$ cat src/rtl/stream_range_gen.sv
// stream_range_gen: arithmetic range stream producer.
// Takes one (start, step, count) command and emits count values
// start, start+step, ... on a valid/ready stream. The final beat carries last.
// An empty range (count=0) produces a single nil terminator beat.
//
// Build option: define STREAM_RANGE_GEN_PIPE_EN to accept the next command
// in the cycle the final beat transfers. Back-to-back streams then run at
// one beat per cycle. Without the macro there is one idle cycle between streams.
//
// state  | meaning
// -------+-------------------------------------------------------------
// S_IDLE | waiting for a command, cmd_ready high (unless in reset)
// S_EMIT | presenting r_val, r_rem beats still to go (incl. current)
// S_NIL  | presenting the empty-stream terminator (nil, last, data 0)

module stream_range_gen #(
  parameter int N  = 32,
  parameter int CW = 16
) (
  input  logic          clk,
  input  logic          nrst,
  input  logic [N-1:0]  cmd_start,
  input  logic [N-1:0]  cmd_step,
  input  logic [CW-1:0] cmd_count,
  input  logic          cmd_valid,
  output logic          cmd_ready,
  output logic [N-1:0]  out_data,
  output logic          out_valid,
  output logic          out_last,
  output logic          out_nil,
  input  logic          out_ready,
  output logic          busy
);

  typedef enum logic [1:0] {
    S_IDLE = 2'd0,
    S_EMIT = 2'd1,
    S_NIL  = 2'd2
  } state_t;

  state_t        r_state;
  state_t        w_state_nxt;
  logic [N-1:0]  r_val;
  logic [N-1:0]  r_stp;
  logic [CW-1:0] r_rem;

  logic w_rem_one;
  logic w_xfer;
  logic w_final;
  logic w_load;

  // Stream outputs and command handshake, decoded from the registered state.
  always_comb begin
    w_rem_one = (r_rem == CW'(1));
    out_valid = (r_state == S_EMIT) || (r_state == S_NIL);
    busy      = out_valid;
    out_nil   = (r_state == S_NIL);
    out_last  = (r_state == S_NIL) || ((r_state == S_EMIT) && w_rem_one);
    out_data  = (r_state == S_EMIT) ? r_val : '0;
    w_xfer    = out_valid && out_ready;
    w_final   = w_xfer && out_last;
    cmd_ready = 1'b0;
    case (r_state)
      // nrst gating keeps cmd_ready low while reset is held.
      S_IDLE:  cmd_ready = nrst;
`ifdef STREAM_RANGE_GEN_PIPE_EN
      S_EMIT:  cmd_ready = w_final;
      S_NIL:   cmd_ready = w_final;
`endif
      default: cmd_ready = 1'b0;
    endcase
    w_load = cmd_valid && cmd_ready;
  end

  // Next state: a load always wins, because it can only coincide with the final transfer.
  always_comb begin
    w_state_nxt = r_state;
    if (w_load) begin
      w_state_nxt = (cmd_count == '0) ? S_NIL : S_EMIT;
    end else if (w_final) begin
      w_state_nxt = S_IDLE;
    end
  end

  // State register.
  always_ff @(posedge clk or negedge nrst) begin
    if (!nrst) begin
      r_state <= S_IDLE;
    end else begin
      r_state <= w_state_nxt;
    end
  end

  // Range datapath: load on accept, advance on each non-final transfer.
  always_ff @(posedge clk or negedge nrst) begin
    if (!nrst) begin
      r_val <= '0;
      r_stp <= '0;
      r_rem <= '0;
    end else if (w_load) begin
      r_val <= cmd_start;
      r_stp <= cmd_step;
      r_rem <= cmd_count;
    end else if (w_xfer && (r_state == S_EMIT)) begin
      if (w_rem_one) begin
        r_rem <= '0;
      end else begin
        r_val <= r_val + r_stp;
        r_rem <= r_rem - CW'(1);
      end
    end
  end

endmodule

$ cat config.mk
export PLATFORM = sky130hd
export DESIGN_NAME = stream_range_gen
export DESIGN_NICKNAME = d
export VERILOG_FILES = /design/src/rtl/stream_range_gen.sv
export SDC_FILE = /design/constraint.sdc
export NUM_CORES = 1
export LEC_CHECK = 0
export ABC_AREA = 1
export CAP_MARGIN = 20
export CELL_PAD_IN_SITES_DETAIL_PLACEMENT = 1
export CELL_PAD_IN_SITES_GLOBAL_PLACEMENT = 2
export CORE_ASPECT_RATIO = 1.75
export CORE_MARGIN = 1.5
export CORE_UTILIZATION = 28
export CTS_CLUSTER_SIZE = 12
export DETAILED_ROUTE_END_ITERATION = 8
export GPL_TIMING_DRIVEN = 0
export PLACE_DENSITY_LB_ADDON = 0.05
export SYNTH_ARGS = -nofsm -noshare
export SYNTH_HDL_FRONTEND = slang
export SYNTH_SLANG_ARGS = --single-unit
$ cat constraint.sdc
create_clock -name clk -period 2.4 [get_ports clk]
set_clock_uncertainty 0.2 [all_clocks]
set_input_delay 0.48 -clock clk [delete_from_list [all_inputs] [get_ports clk]]
set_output_delay 0.48 -clock clk [all_outputs]
set_load 0.1 [all_outputs]
Word level (Yosys, flattened, before mapping) --
Cells that the tools add are included.
Storage, ports and cells: memories kept 0, bits in latches 0, output and inout bits 37, logic and storage cells 33, bits in read-only memories 0, memory bits (writable) 0, input bits 84, bits in registers 82
Operators by class: mux-type cells 11, reductions and logical operators 12, add/subtract/negate cells 2, shifts and indexed selects 0, bitwise gates (word level) 0, divide/modulo/power cells 0, order comparisons 0, equality and inequality tests 4, multiply operators 0
Operator list (count):
- $mux 32 | 4
- $mux 16 | 3
- $add 32x32->32 | 1
- $eq 16x1->1 const B | 1
- $logic_not 16->1 | 1
- $sub 16x1->16 const B | 1
- $mux 2 | 3
- $logic_and 1x1->1 | 5
- $reduce_bool 2->1 | 2
- $eq 2x1->1 const B | 1
- $eq 2x2->1 const B | 1
- $logic_not 2->1 | 1
- $logic_or 1x1->1 | 2
- $ne 2x1->1 const B | 1
- $reduce_and 2->1 | 1
- $mux 1 | 1

Depth between registers and ports, before layout --
Gate-level depths: netlist of the first run.
depth after elaboration 6, gate-level depth with buffers 12, mapped depth without buffers 12

Least setup slack after synthesis of the first run --
Ideal clock, no wire load.
path kind flip-flop to output port, start register r_state[0], end output port out_last, path buffers 0, slack -311 ps, data arrival time 2031 ps, data required time 1720 ps, stages on the path, launching flop included 5, cell sequence dfrtp_1 > inv_1 > ha_1 > inv_1 > nand2_1
Between the ends: elaborated cells between the ends (all ways) 4, classes of those cells 2 x eq/ne; 2 x reduce/logical
RTL lines:
- start, declared | RTL line 41 | state_t r_state;
- start signal, assigned | RTL line 90 | r_state <= w_state_nxt;
- $eq 2x2->1
- named net out_nil | RTL line 30 | output logic out_nil,
- $logic_or 1x1->1 | RTL line 58 | out_last = (r_state == S_NIL) || ((r_state == S_EMIT) && w_rem_one);
- end, declared | RTL line 29 | output logic out_last,
The timed path passes the listed nets, and every way through them passes these cells.

Worst setup path after layout of the first run --
start register r_state[1], end output port out_data[30]
Between the ends: cells in the longest elaborated chain, start to end 2
Ends and longest elaborated chain:
- $eq 2x1->1 | RTL line 59 | out_data = (r_state == S_EMIT) ? r_val : '0;
- $mux 32 | RTL line 59
- end, declared | RTL line 27 | output logic [N-1:0] out_data,
No other way between the ends.

==> results of run 1 <==
power groups by stage:
stage | clock network (mW) | registers, mW | logic, mW
floorplan | 0 | 2.45 | 7.27
global placement | 0 | 2.63 | 9.80
detailed placement | 0 | 2.63 | 9.90
CTS | 1.39 | 2.62 | 10.7
global route | 1.43 | 2.72 | 11.8
finish | 1.33 | 2.62 | 10.8
sequential cells by signal, summed over array words and instances (netlist names):
name     cells
r_state      2
r_stp       32
r_val       32
r_rem       16
worst max-delay path: stages, from the launching register on:
cell and delay, ps:
dfrtp_1 400, inv_2 80, ha_1 150, buf_6 150
clkbuf_16 170, nand2_1 80, inv_1 100, buf_12 180
routing by layer:
metal  vias up  part of all wire, %
met5         -                    0
met4         0                  2.8
met3        35                  2.3
met2       102                   58
met1      3235                   37
li1       3434                    -
kinds of logic (layout without fill, tap and decap cells):
logic type,Yosys count,count (layout)
buffers and inverters,195,350
flip-flops,82,82
XOR/XNOR,23,23
AO/OA/AOI/OAI,73,73
AND/OR/NAND/NOR,607,607
adder cells (fa/ha/maj),37,37
cell type report:
| class | instances | area [um^2] |
|---|---|---|
| Tap cell | 300 | 375.4 |
| Fill cell | 2980 | 13760 |
| Clock buffer | 9 | 225.2 |
| Buffer | 23 | 197.7 |
| Inverter | 171 | 646.9 |
| Sequential cell | 82 | 2053 |
| Clock inverter | 6 | 35.03 |
| Timing Repair Buffer | 141 | 1628 |
| Multi-Input combinational cell | 740 | 3727 |
repair_timing:
action                                  CTS  global route
hold buffers                              4             0
gates resized for setup                 319            43
endpoints found under the setup margin  113            62
hold endpoints to repair                 31             0
pin swaps                                 5             6
setup buffers                            12             4
layout by cell type (no fill, tap or decap), types with 11 or more instances in the layout:
cell type        count
nand2_1            431
inv_1              152
clkdlybuf4s50_1     82
dfrtp_1             81
nand3_1             64
nor2_1              56
ha_1                32
a22oi_1             21
buf_12              21
a21oi_1             20
buf_4               19
inv_2               17
buf_6               17
xor2_1              17
clkbuf_16           11
nand2_2             11
final timing paths:
path	depth (start not counted)	start	end	slack, ps
worst max-delay path	7	r_state[1]	out_data[30]	60
max in group asynchronous	4	nrst	r_val[10]	1250
worst min register to register	2	r_stp[3]	r_stp[3]	290
worst min-delay path	3	nrst	r_stp[19]	-6
min in group clk	2	r_stp[3]	r_stp[3]	290
worst max register to register	10	r_stp[0]	r_val[26]	110
per-stage QoR:
stage | cell area (um^2) | hold slack, ps | setup WS (ps) | TNS, ps
final | 8889 | -6.106 | 55.34 | 0
after global routing | 8889 | 9.267 | -23.28 | -123.6
after CTS | 8726 | 22.37 | -52.57 | -231.6
after detailed placement | 8028 | 260.9 | -1059 | -70410
after global placement | 8003 | 270.2 | -4195 | -571830
after floorplan | 6426 | -15.59 | -8.222 | -8.222
==> metrics, run 1 <==
Num CTS Buffers 9; DR WL/cell 16.95 um; Async S/R FF share, synth 100.0%; Diodes inserted 0; largest net degree at the start of global routing 52; Synth top cells by count nand2_1 (439), inv_1 (167), dfrtp_1 (82); share of layout cells above drive strength 1 12.97%; synthesized area per cell between 6 and 7 um^2; fmax 426.5 MHz; peak supply drop 1.052 mV; sequential fraction of the synthesis area a little under a third; Slew Viols, Final 0; GR Layer Usage met1 22.12%; CP arrival between 1500 and 2000 ps; Synth Area in Compound Gates about 7.2%; met3 Resource Use GR 3.216%; clock root buffer clkbuf_16; io pins 121; GR Util met2 43.70%; Synth Net Count approximately 1,100; chip height between 200 and 250 um; Post-synth EDFFs 0; status finished, violations left; # Max-Cap Violations 0; internal cell power 6.344 mW; final worst-path cycle share 97.69%; sw frac 56.86%; Core Box Area 22,650 um^2; CP endpoint kind primary output; register clock-pin slew on the reported worst setup and hold paths about 70 ps; Initial Util 28.34%; routed vias/inst about 4.6; H-Tree Depth 3; leading area contributor after synthesis dfrtp_1; post-synthesis xor/xnor area fraction under 10%; CP Data Required Time 1720 ps; PD cells 1655 nW/um^2; Final Util ~40%; startpoint class of the critical path register; GR Overflow Total 0; clock share of power roughly 9.0%; first-pass GRT wire length 39.36 mm; Synth Register Bits slightly above 80; final worst path period need 2345 ps; vias in the first global route 7,303; combinational family with the most area after synthesis simple AND/OR/NAND/NOR gates; die area 23,880 um^2; P_sw 8.363 mW; synthesized area 6420 um^2; Chip Width 117.5 um; synthesis warning total 0; vias 6,806; busiest grt layer met2; Simple-Gate Fraction of Synth Area 38.32%; residual DRC count 0; count leader, synth nand2_1; Static Leak about 4.9 nW; worst skew pair latency 370 ps; antenna viol nets, final 0; failing checks hold timing; Clock Path Buffers 2; WL final 24.95 mm; mux contribution to synthesized area 0%; Comb pwr share approximately 73%; DRT Pass-1 Iters 4; FP Rows between 70 and 80; total power 14.71 mW; GP Congestion 0.8658; post-synthesis cell type count 36; slew margin rel. 53.99%; final hold slack -6.106 ps; initial antenna violation count 0; final setup violation count 0; clk sink count 82; area share of the largest cell type after synthesis 31.96%; area delta synth->final 38.45%; Syn Inst Count 1,017; Non-Filler Instances 1,472; leading post-synthesis cells by cell area dfrtp_1 (32%), nand2_1 (26%), inv_1 (9.8%), ha_1 (7.0%), nand3_1 (5.8%); adder-cell share of the synthesized area 7.328%; WS Path Type register to primary output; crit-path max FO 10; I/O Buffers between 100 and 150; Tot GR Track Use a little over a fifth; final hold violation count 2; Placed Instances approximately 1,400; DR iter-0 viols 181; RSZ-0062 raised after global routing yes; Synth Flop Type dfrtp_1; CTS tree built; post-DP HPWL between 20 and 25 mm; fin nets 1,289; Slew @ Worst Pin just under 700 ps; sequential share of power 17.8%; min-delay worst type input port to async pin
Power figures use the tool's default switching activity.
==> run 2, diff against run 1 <==
Settings changed: ABC_CLOCK_PERIOD_IN_PS from default to 2400, PLACE_DENSITY_LB_ADDON 0.05 to 0.1.
==> run 2 against run 1 <==
The run still ends with hold timing left; via count down 1.0%; utilization down 0.64 points; register-to-register slack better by 30 ps; worst hold slack worse by 5.6 ps; sequential share of layout area up 0.37 points; count of clock-buffer cells in the layout unchanged; die area unchanged; wire length down 2.5%; largest power group unchanged.
==> metrics, run 2 (synthesized netlist as in run 1, its figures left out) <==
status finished, violations left (unchanged); failing checks hold timing (unchanged); CTS tree built (unchanged); crit-path max FO 3 (was 10); WS Path Type register to primary output (unchanged); register clock-pin slew on the reported worst setup and hold paths 70 ps (about the same); clk sink count 82 (unchanged); DRT Pass-1 Iters 4 (unchanged); Chip Width 117.5 um (unchanged); fin nets 1,276 (was 1,289); vias in the first global route 7,152 (was 7,303); final hold violation count 2 (unchanged); Layout fillers 2,969 (was 2,980); DR iter-0 viols 159 (was 181); biggest regs r_stp: 32 flops, r_val: 32 flops, r_rem: 16 flops (unchanged); final setup violation count 0 (unchanged); Clock Path Buffers 2 (unchanged); clock share of power 9.9% (was 9.0%); final worst-path cycle share 98.15% (was 97.69%); Sequential Area 2052 um^2 (was 2053 um^2); GR Overflow Total 0 (unchanged); io pins 121 (unchanged); min-delay worst type input port to async pin (unchanged); FF-to-FF setup slack 140 ps (was 110 ps); Slew @ Worst Pin 682.6 ps (was 690.1 ps); antenna viol nets, final 0 (unchanged); final worst path period need 2356 ps (was 2345 ps); residual DRC count 0 (unchanged); GP Congestion 0.8793 (was 0.8658); chip height 203.3 um (unchanged); sw frac 57.39% (was 56.86%); peak supply drop 1.137 mV (was 1.052 mV); area of the multi-input gates 3697 um^2 (was 3727 um^2); DR WL/cell 16.66 um (was 16.95 um); GR Layer Usage met1 22.11% (was 22.12%); fmax 424.5 MHz (was 426.5 MHz); worst skew pair latency 370 ps (about the same); FF-to-FF End r_val[28] (was r_val[26]); CP arrival 1680 ps (was 1660 ps); initial antenna violation count 0 (unchanged); # Max-Cap Violations 0 (unchanged); Reg-to-Reg Start r_val[25] (was r_stp[0]); die area 23,880 um^2 (unchanged); largest net degree at the start of global routing 47 (was 52); CP Data Required Time 1720 ps (about the same); I/O Buffers 120 (unchanged); area delta synth->final 36.19% (was 38.45%); CP endpoint kind primary output (unchanged); final hold slack -11.66 ps (was -6.106 ps); Reg2Reg Depth 9 (was 10); slew margin rel. 54.49% (was 53.99%); Num CTS Buffers 9 (unchanged); WL final 24.33 mm (was 24.95 mm); Tot GR Track Use 21.14% (was 21.67%); Core Box Area 22,650 um^2 (unchanged); busiest grt layer met2 (unchanged); P_sw 8.342 mW (was 8.363 mW); startpoint class of the critical path register (unchanged); Slew Viols, Final 0 (unchanged); first-pass GRT wire length 38.65 mm (was 39.36 mm); PD cells 1662 nW/um^2 (was 1655 nW/um^2); setup TNS 0 ps (unchanged); Post-Place Cell Area 8028 um^2 (unchanged); routed vias/inst 4.614 (was 4.624); vias 6,737 (was 6,806); commonest non-fill, non-tap cells in the layout nand2_1 (434), inv_1 (156), clkdlybuf4s50_1 (82), dfrtp_1 (82), nand3_1 (69) (was nand2_1 (431), inv_1 (152), clkdlybuf4s50_1 (82), dfrtp_1 (81), nand3_1 (64)); sequential share of power 18.1% (was 17.8%); H-Tree Depth 3 (unchanged); post-DP HPWL 19.90 mm (was 20.01 mm); internal cell power 6.193 mW (was 6.344 mW); share of layout cells above drive strength 1 11.12% (was 12.97%); most common cell after layout, fill and taps aside nand2_1 (unchanged); GR Util met2 42.94% (was 43.70%); Comb pwr share 72.0% (was 73.1%); Initial Util 28.34% (unchanged); cell area after layout 8743 um^2 (was 8889 um^2); met3 Resource Use GR 2.237% (was 3.216%); Static Leak 4.786 nW (was 4.862 nW); FP Rows 73 (unchanged); clock root buffer clkbuf_16 (unchanged); Diodes inserted 0 (unchanged)
-- run 2: cell count changes in the layout (fill, tap and decap cells not counted), sizes merged --
cell and change:
inv +4, buf -13, clkinv -2, clkinvlp -1
-- run 2: repair_timing --
item,in CTS,in global routing
hold endpoints to repair,36,0
buffers inserted,0,2
pin swaps,2,1
gates resized for setup,285,51
hold buffers,4,0
endpoints found under the setup margin,113,43
cloned,0,0
-- run 2: worst max-delay path by stage --
stage,from,endpoint,slack (ps),cells past startpoint
global route,r_state[1],out_data[24],-2,7
finish,r_state[0],out_valid,40,4
detailed placement,r_state[1],out_data[11],-1080,7
floorplan,r_state[0],out_last,-8,4
CTS,r_state[1],out_data[4],0.06,7
global placement,nrst,cmd_ready,-4240,4
-- run 2: area by class of cell --
cell class                 instances  area share [%]
buffer                            24           2.261
timing repair buffer             127           16.91
inverter                         171           7.398
sequential                        82           23.47
clock inverter                     7          0.8014
clock buffer                       9           2.576
tap                              300           4.293
multi-input combinational        740           42.29
-- run 2: metal layers --
| metal | wire length [um] | vias up |
|---|---|---|
| met5 | 0 | - |
| met1 | 9239 | 3225 |
| li1 | - | 3407 |
| met2 | 14110 | 80 |
| met3 | 411 | 25 |
| met4 | 566 | 0 |
-- run 2: power by group through the flow --
stage / registers, mW / clock network [mW] / logic [mW]
after CTS: 2.62 / 1.49 / 10.3
after floorplan: 2.45 / 0 / 7.27
after detailed placement: 2.62 / 0 / 9.89
after global routing: 2.73 / 1.52 / 11.5
final: 2.63 / 1.44 / 10.5
after global placement: 2.61 / 0 / 9.79
-- run 2: critical path, stage by stage (launching register included) --
cell     delay, ps
dfrtp_1        390
inv_1           80
ha_1           320
buf_4          110
buf_2          410
-- run 2: stage by stage --
stage / power [mW] / worst slack [ps] / cells / hold WS [ps] / utilization [%]
after global placement: 12.40 / -4241 / 1437 / 270.2 / 35.33
after global routing: 15.79 / -2.349 / 1460 / 9.512 / 38.60
after floorplan: 9.719 / -8.222 / 1017 / -15.59 / -
final: 14.53 / 44.42 / 1460 / -11.66 / 38.60
after detailed placement: 12.51 / -1075 / 1438 / 271.1 / 35.44
after CTS: 14.39 / 0.05618 / 1458 / 6.997 / 37.77
==> patch 1 (settings of run 1) <==
Build with the macro `STREAM_RANGE_GEN_PIPE_EN` defined.
--- a/src/rtl/stream_range_gen.sv
+++ b/src/rtl/stream_range_gen.sv
@@ -12,6 +12,8 @@
 // S_IDLE | waiting for a command, cmd_ready high (unless in reset)
 // S_EMIT | presenting r_val, r_rem beats still to go (incl. current)
 // S_NIL  | presenting the empty-stream terminator (nil, last, data 0)
+
+`define STREAM_RANGE_GEN_PIPE_EN
 
 module stream_range_gen #(
   parameter int N  = 32,
Formal check against the unedited RTL: not equivalent (Yosys sat finds a counterexample within 4 cycles, from zero or initial values and one cycle with nrst low).
==> patch 1 against run 1 <==
The flow finishes with violations (hold timing, setup timing). Setup slack got worse by 0.17 ns. Design area rose by 14%. Count of clock-buffer cells in the layout grew 1. Routed wire length grew 11%. Final cell count grew 7.5%. Synthesized area increased by 5.0%. Sequential cell count unchanged. Critical path type unchanged. Critical endpoint is now cmd_ready.
Power is left out: it rests on default switching activity, and per cell area and clock period it moved more than threefold.
==> patch 1: results (changes against run 1) <==
synth-compound-area-share_pct: 3.64  # was 7.23%
status: "complete, but fails checks"  # unchanged
setup_viol: 1  # was 0
ys_top_cells_by_area: "dfrtp_1 (30%), nand2_1 (29%), inv_1 (10%)"  # was dfrtp_1 (32%), nand2_1 (26%), inv_1 (9.8%)
violations: "hold timing, setup timing"  # was hold timing
synth_common_cells: "nand2_1 (516), inv_1 (179), nand3_1 (83)"  # was nand2_1 (439), inv_1 (167), dfrtp_1 (82)
clockNetworkAreaShare_pct: 3.07  # was 2.93%
grt_max_degree: 60  # was 52
nNonClkInverters: 184  # was 171
regArea_um2: 2060  # was 2050 um2
grt_use_met3_pct: 2.74  # was 3.22%
multi_input_area_um2: 4480  # was 3730 um2
drt-vias-per-instance: 4.58  # was 4.62
critical_path.startpoint: "r_rem[15]$_DFFE_PN0P_"  # was r_state[1]$_DFFE_PN0P_
drt_iter0_markers: 194  # was 181
place.gp.congestion: 0.877  # was 0.866
buf_share_pct: 20.9  # was 20.5%
hold_viol: 58  # was 2
setup_ws_ns: -0.111  # was 0.0553 ns
tns_ns: -0.111  # was 0 ns
holdWs_ns: -0.117  # was -0.00611 ns
grt_pass1_vias: 7852  # was 7303
cp_slowest_stage_delay_ns: 0.45  # was 0.40 ns
ys_types: 34  # was 36
fin_nets: 1392  # was 1289
post-place-ws_ns: -1.25  # was -1.06 ns
## patch 1: path summary, 6_finish.rpt
| kind | slack (ns) | to | cells after the start |
|---|---|---|---|
| max in group asynchronous | 1.29 | r_val[12]$_DFFE_PN0P_ | 4 |
| worst max register to register | 0.06 | r_val[30]$_DFFE_PN0P_ | 13 |
| worst min register to register | 0.30 | r_stp[29]$_DFFE_PN0P_ | 2 |
| worst max-delay path | -0.11 | cmd_ready | 8 |
| min in group clk | 0.30 | r_stp[29]$_DFFE_PN0P_ | 2 |
| worst min-delay path | -0.12 | r_stp[2]$_DFFE_PN0P_ | 2 |
## patch 1: per-stage QoR
| step | std cells | area, um2 | hold WS [ns] |
|---|---|---|---|
| 2_1_floorplan | 1104 | 6930 | -0.0156 |
| 3_3_place_gp | 1531 | 8510 | 0.274 |
| 3_5_place_dp | 1532 | 8530 | 0.232 |
| 4_1_cts | 1576 | 9870 | -0.104 |
| 5_1_grt | 1583 | 10200 | -0.0992 |
| 6_report | 1583 | 10200 | -0.117 |
==> patch 2 (flow settings as in run 1) <==
Made on the original files. Re-encode `state_t` (3 states) as one-hot, 3 bits wide.
--- a/src/rtl/stream_range_gen.sv
+++ b/src/rtl/stream_range_gen.sv
@@ -32,10 +32,10 @@
   output logic          busy
 );
 
-  typedef enum logic [1:0] {
-    S_IDLE = 2'd0,
-    S_EMIT = 2'd1,
-    S_NIL  = 2'd2
+  typedef enum logic [2:0] {
+    S_IDLE = 3'b001,
+    S_EMIT = 3'b010,
+    S_NIL  = 3'b100
   } state_t;
 
   state_t        r_state;
Formal check against the unedited RTL: no difference found for any inputs over 4 cycles, from zero or initial values and one cycle with nrst low; so few cycles prove little.
==> patch 2 against run 1 <==
Highest routed layer unchanged. Sequential cell count up 1. Synthesized area down 2.3%. Count of clock-buffer cells in the layout up 3. Via count down 4.7%. Critical endpoint is now out_data[4]. Design area up 2.6%. Routed wire length up 2.0%. First-iteration DRC count down 11%. Setup slack worse by 0.052 ns. Critical path type unchanged.
Power is left out: the tool's default activity adds up to more than one toggle a clock period on the data nets, which glitch-free logic cannot reach.
==> patch 2: results (changes against run 1) <==
status: "completed"  # was complete, but fails checks
drt_iter0_markers: 161  # was 181
wl_met2_um: 14400  # about the same
routedLengthMet1_um: 9700  # was 9320 um
synth_xor_area_share_pct: 2.37  # was 3.14%
clk_latency_ns: 0.36
drive_gt1_share_pct: 16.9  # was 13.0%
cts_root_buf: "clkbuf_16"  # unchanged
place.gp.congestion: 0.849  # was 0.866
wirelength_um: 25500  # was 25000 um
synth_common_cells: "nand2_1 (360), inv_1 (150), nor2_1 (91)"  # was nand2_1 (439), inv_1 (167), dfrtp_1 (82)
yosys.area_share.adder_pct: 6.90  # was 7.33%
fin_nets: 1215  # was 1289
cp_slowest_stage_delay_ns: 0.37  # was 0.40 ns
grt_pass1_wl_um: 39700  # was 39400 um
r2r-end: "r_val[27]$_DFFE_PN0P_"  # was r_val[26]$_DFFE_PN0P_
yosysSeqAreaShare_pct: 33.1  # was 32.0%
critical_path.startpoint: "r_state[1]$_DFFE_PN0P_"  # unchanged
endpoint: "out_data[4]"  # was out_data[30]
synth-compound-area-share_pct: 11.3  # was 7.23%
dp_hpwl_um: 20100  # was 20000 um
ys_types: 43  # was 36
synth.mux.area_fraction_pct: 0  # unchanged
grt_pass1_vias: 7137  # was 7303
ys_top_cells_by_area: "dfrtp_1 (33%), nand2_1 (22%), inv_1 (9.0%)"  # was dfrtp_1 (32%), nand2_1 (26%), inv_1 (9.8%)
reg2reg_depth: 12  # was 10
slew_headroom_pct: 67.7  # was 54.0%
vias: 6486  # was 6806
grt_antenna_before_repair: 0  # unchanged
synth.net_count: 1070  # was 1138
grt_usage_pct: 23.0  # was 21.7%
worstReg2RegStart: "r_stp[2]$_DFFE_PN0P_"  # was r_stp[0]$_DFFE_PN0P_
worstPathArrival_ns: 1.72  # was 1.66 ns
wl_met3_um: 531  # was 572 um
cts_buffers: 9  # unchanged
grt_max_degree: 36  # was 52
## patch 2: cell types whose count changed after synthesis, moves of 4 or more
cell,before,now
o21bai_1,9,5
a22oi_1,21,8
o21ai_0,9,22
inv_1,167,150
a21oi_1,20,35
o221ai_1,0,15
nand3_1,74,42
a22oi_2,0,5
xnor2_1,6,10
nand2_1,439,360
xor2_1,17,7
nor2_1,62,91
nor3_1,5,9
## patch 2: cell type report
| cell class | count | area (um2) |
|---|---|---|
| Fill cell | 2749 | 12900 |
| Tap cell | 296 | 370 |
| Sequential cell | 83 | 2080 |
| Buffer | 21 | 250 |
| Clock inverter | 4 | 73.8 |
| Clock buffer | 12 | 246 |
| Inverter | 158 | 611 |
| Multi-Input combinational cell | 689 | 3840 |
| Timing Repair Buffer | 135 | 1650 |
## patch 2: through the flow
stage | hold slack (ns) | worst slack, ns | cell area (um2) | cells
5_1_grt | 0.0106 | -0.0714 | 9120 | 1398
3_3_place_gp | 0.273 | -4.22 | 8030 | 1368
4_1_cts | 0.0116 | -0.0318 | 8930 | 1397
2_1_floorplan | -0.0156 | -0.455 | 6450 | 952
6_report | 0.0162 | 0.00375 | 9120 | 1398
3_5_place_dp | 0.276 | -1.15 | 8050 | 1369
## patch 2: worst reg2reg max path: stages, from the launching register on
cell     delay (ns)
dfrtp_1        0.41
ha_1           0.38
nand3_1        0.12
nand3_1        0.17
nand3_1        0.10
nand2_1        0.16
nand2_1        0.09
nand2_2        0.15
nand2_2        0.13
nand2_1        0.09
nand2_1        0.05
nand3_1        0.07
nand2_1        0.06
## patch 2: worst min-delay path by stage
stage                          startpoint                     end  slack (ns)  cells after the start
floorplan                            nrst    r_rem[0]$_DFFE_PN0P_       -0.02                      0
global placement    r_stp[20]$_DFFE_PN0P_   r_stp[20]$_DFFE_PN0P_        0.27                      2
detailed placement  r_stp[20]$_DFFE_PN0P_   r_stp[20]$_DFFE_PN0P_        0.28                      2
CTS                                  nrst   r_stp[23]$_DFFE_PN0P_        0.01                      2
global route                         nrst  r_state[0]$_DFFE_PN1P_        0.01                      2
finish                               nrst   r_stp[13]$_DFFE_PN0P_        0.02                      3
## patch 2: timing repair
item                                    in CTS  in global routing
cloned                                       2                  1
resized for setup                          340                 64
pin swaps                                    5                  5
hold endpoints to repair                    35                  0
buffers inserted                             6                  2
hold buffers                                 4                  0
endpoints found under the setup margin      56                 49
## patch 2: cell families after synthesis
logic type                 count (synthesis)
DFF                                       83
buffers and inverters                    180
AOI/OAI and AO/OA                        107
adders and majority gates                 34
and+or+nand+nor                          531
xor gates and xnor gates                  17
## patch 2: routing by layer
layer / GRT usage (%) / up-vias
li1: - / 3278
met1: 24.6 / 3083
met2: 44.2 / 93
met3: 2.87 / 32
met4: 8.93 / 0
met5: 0 / -
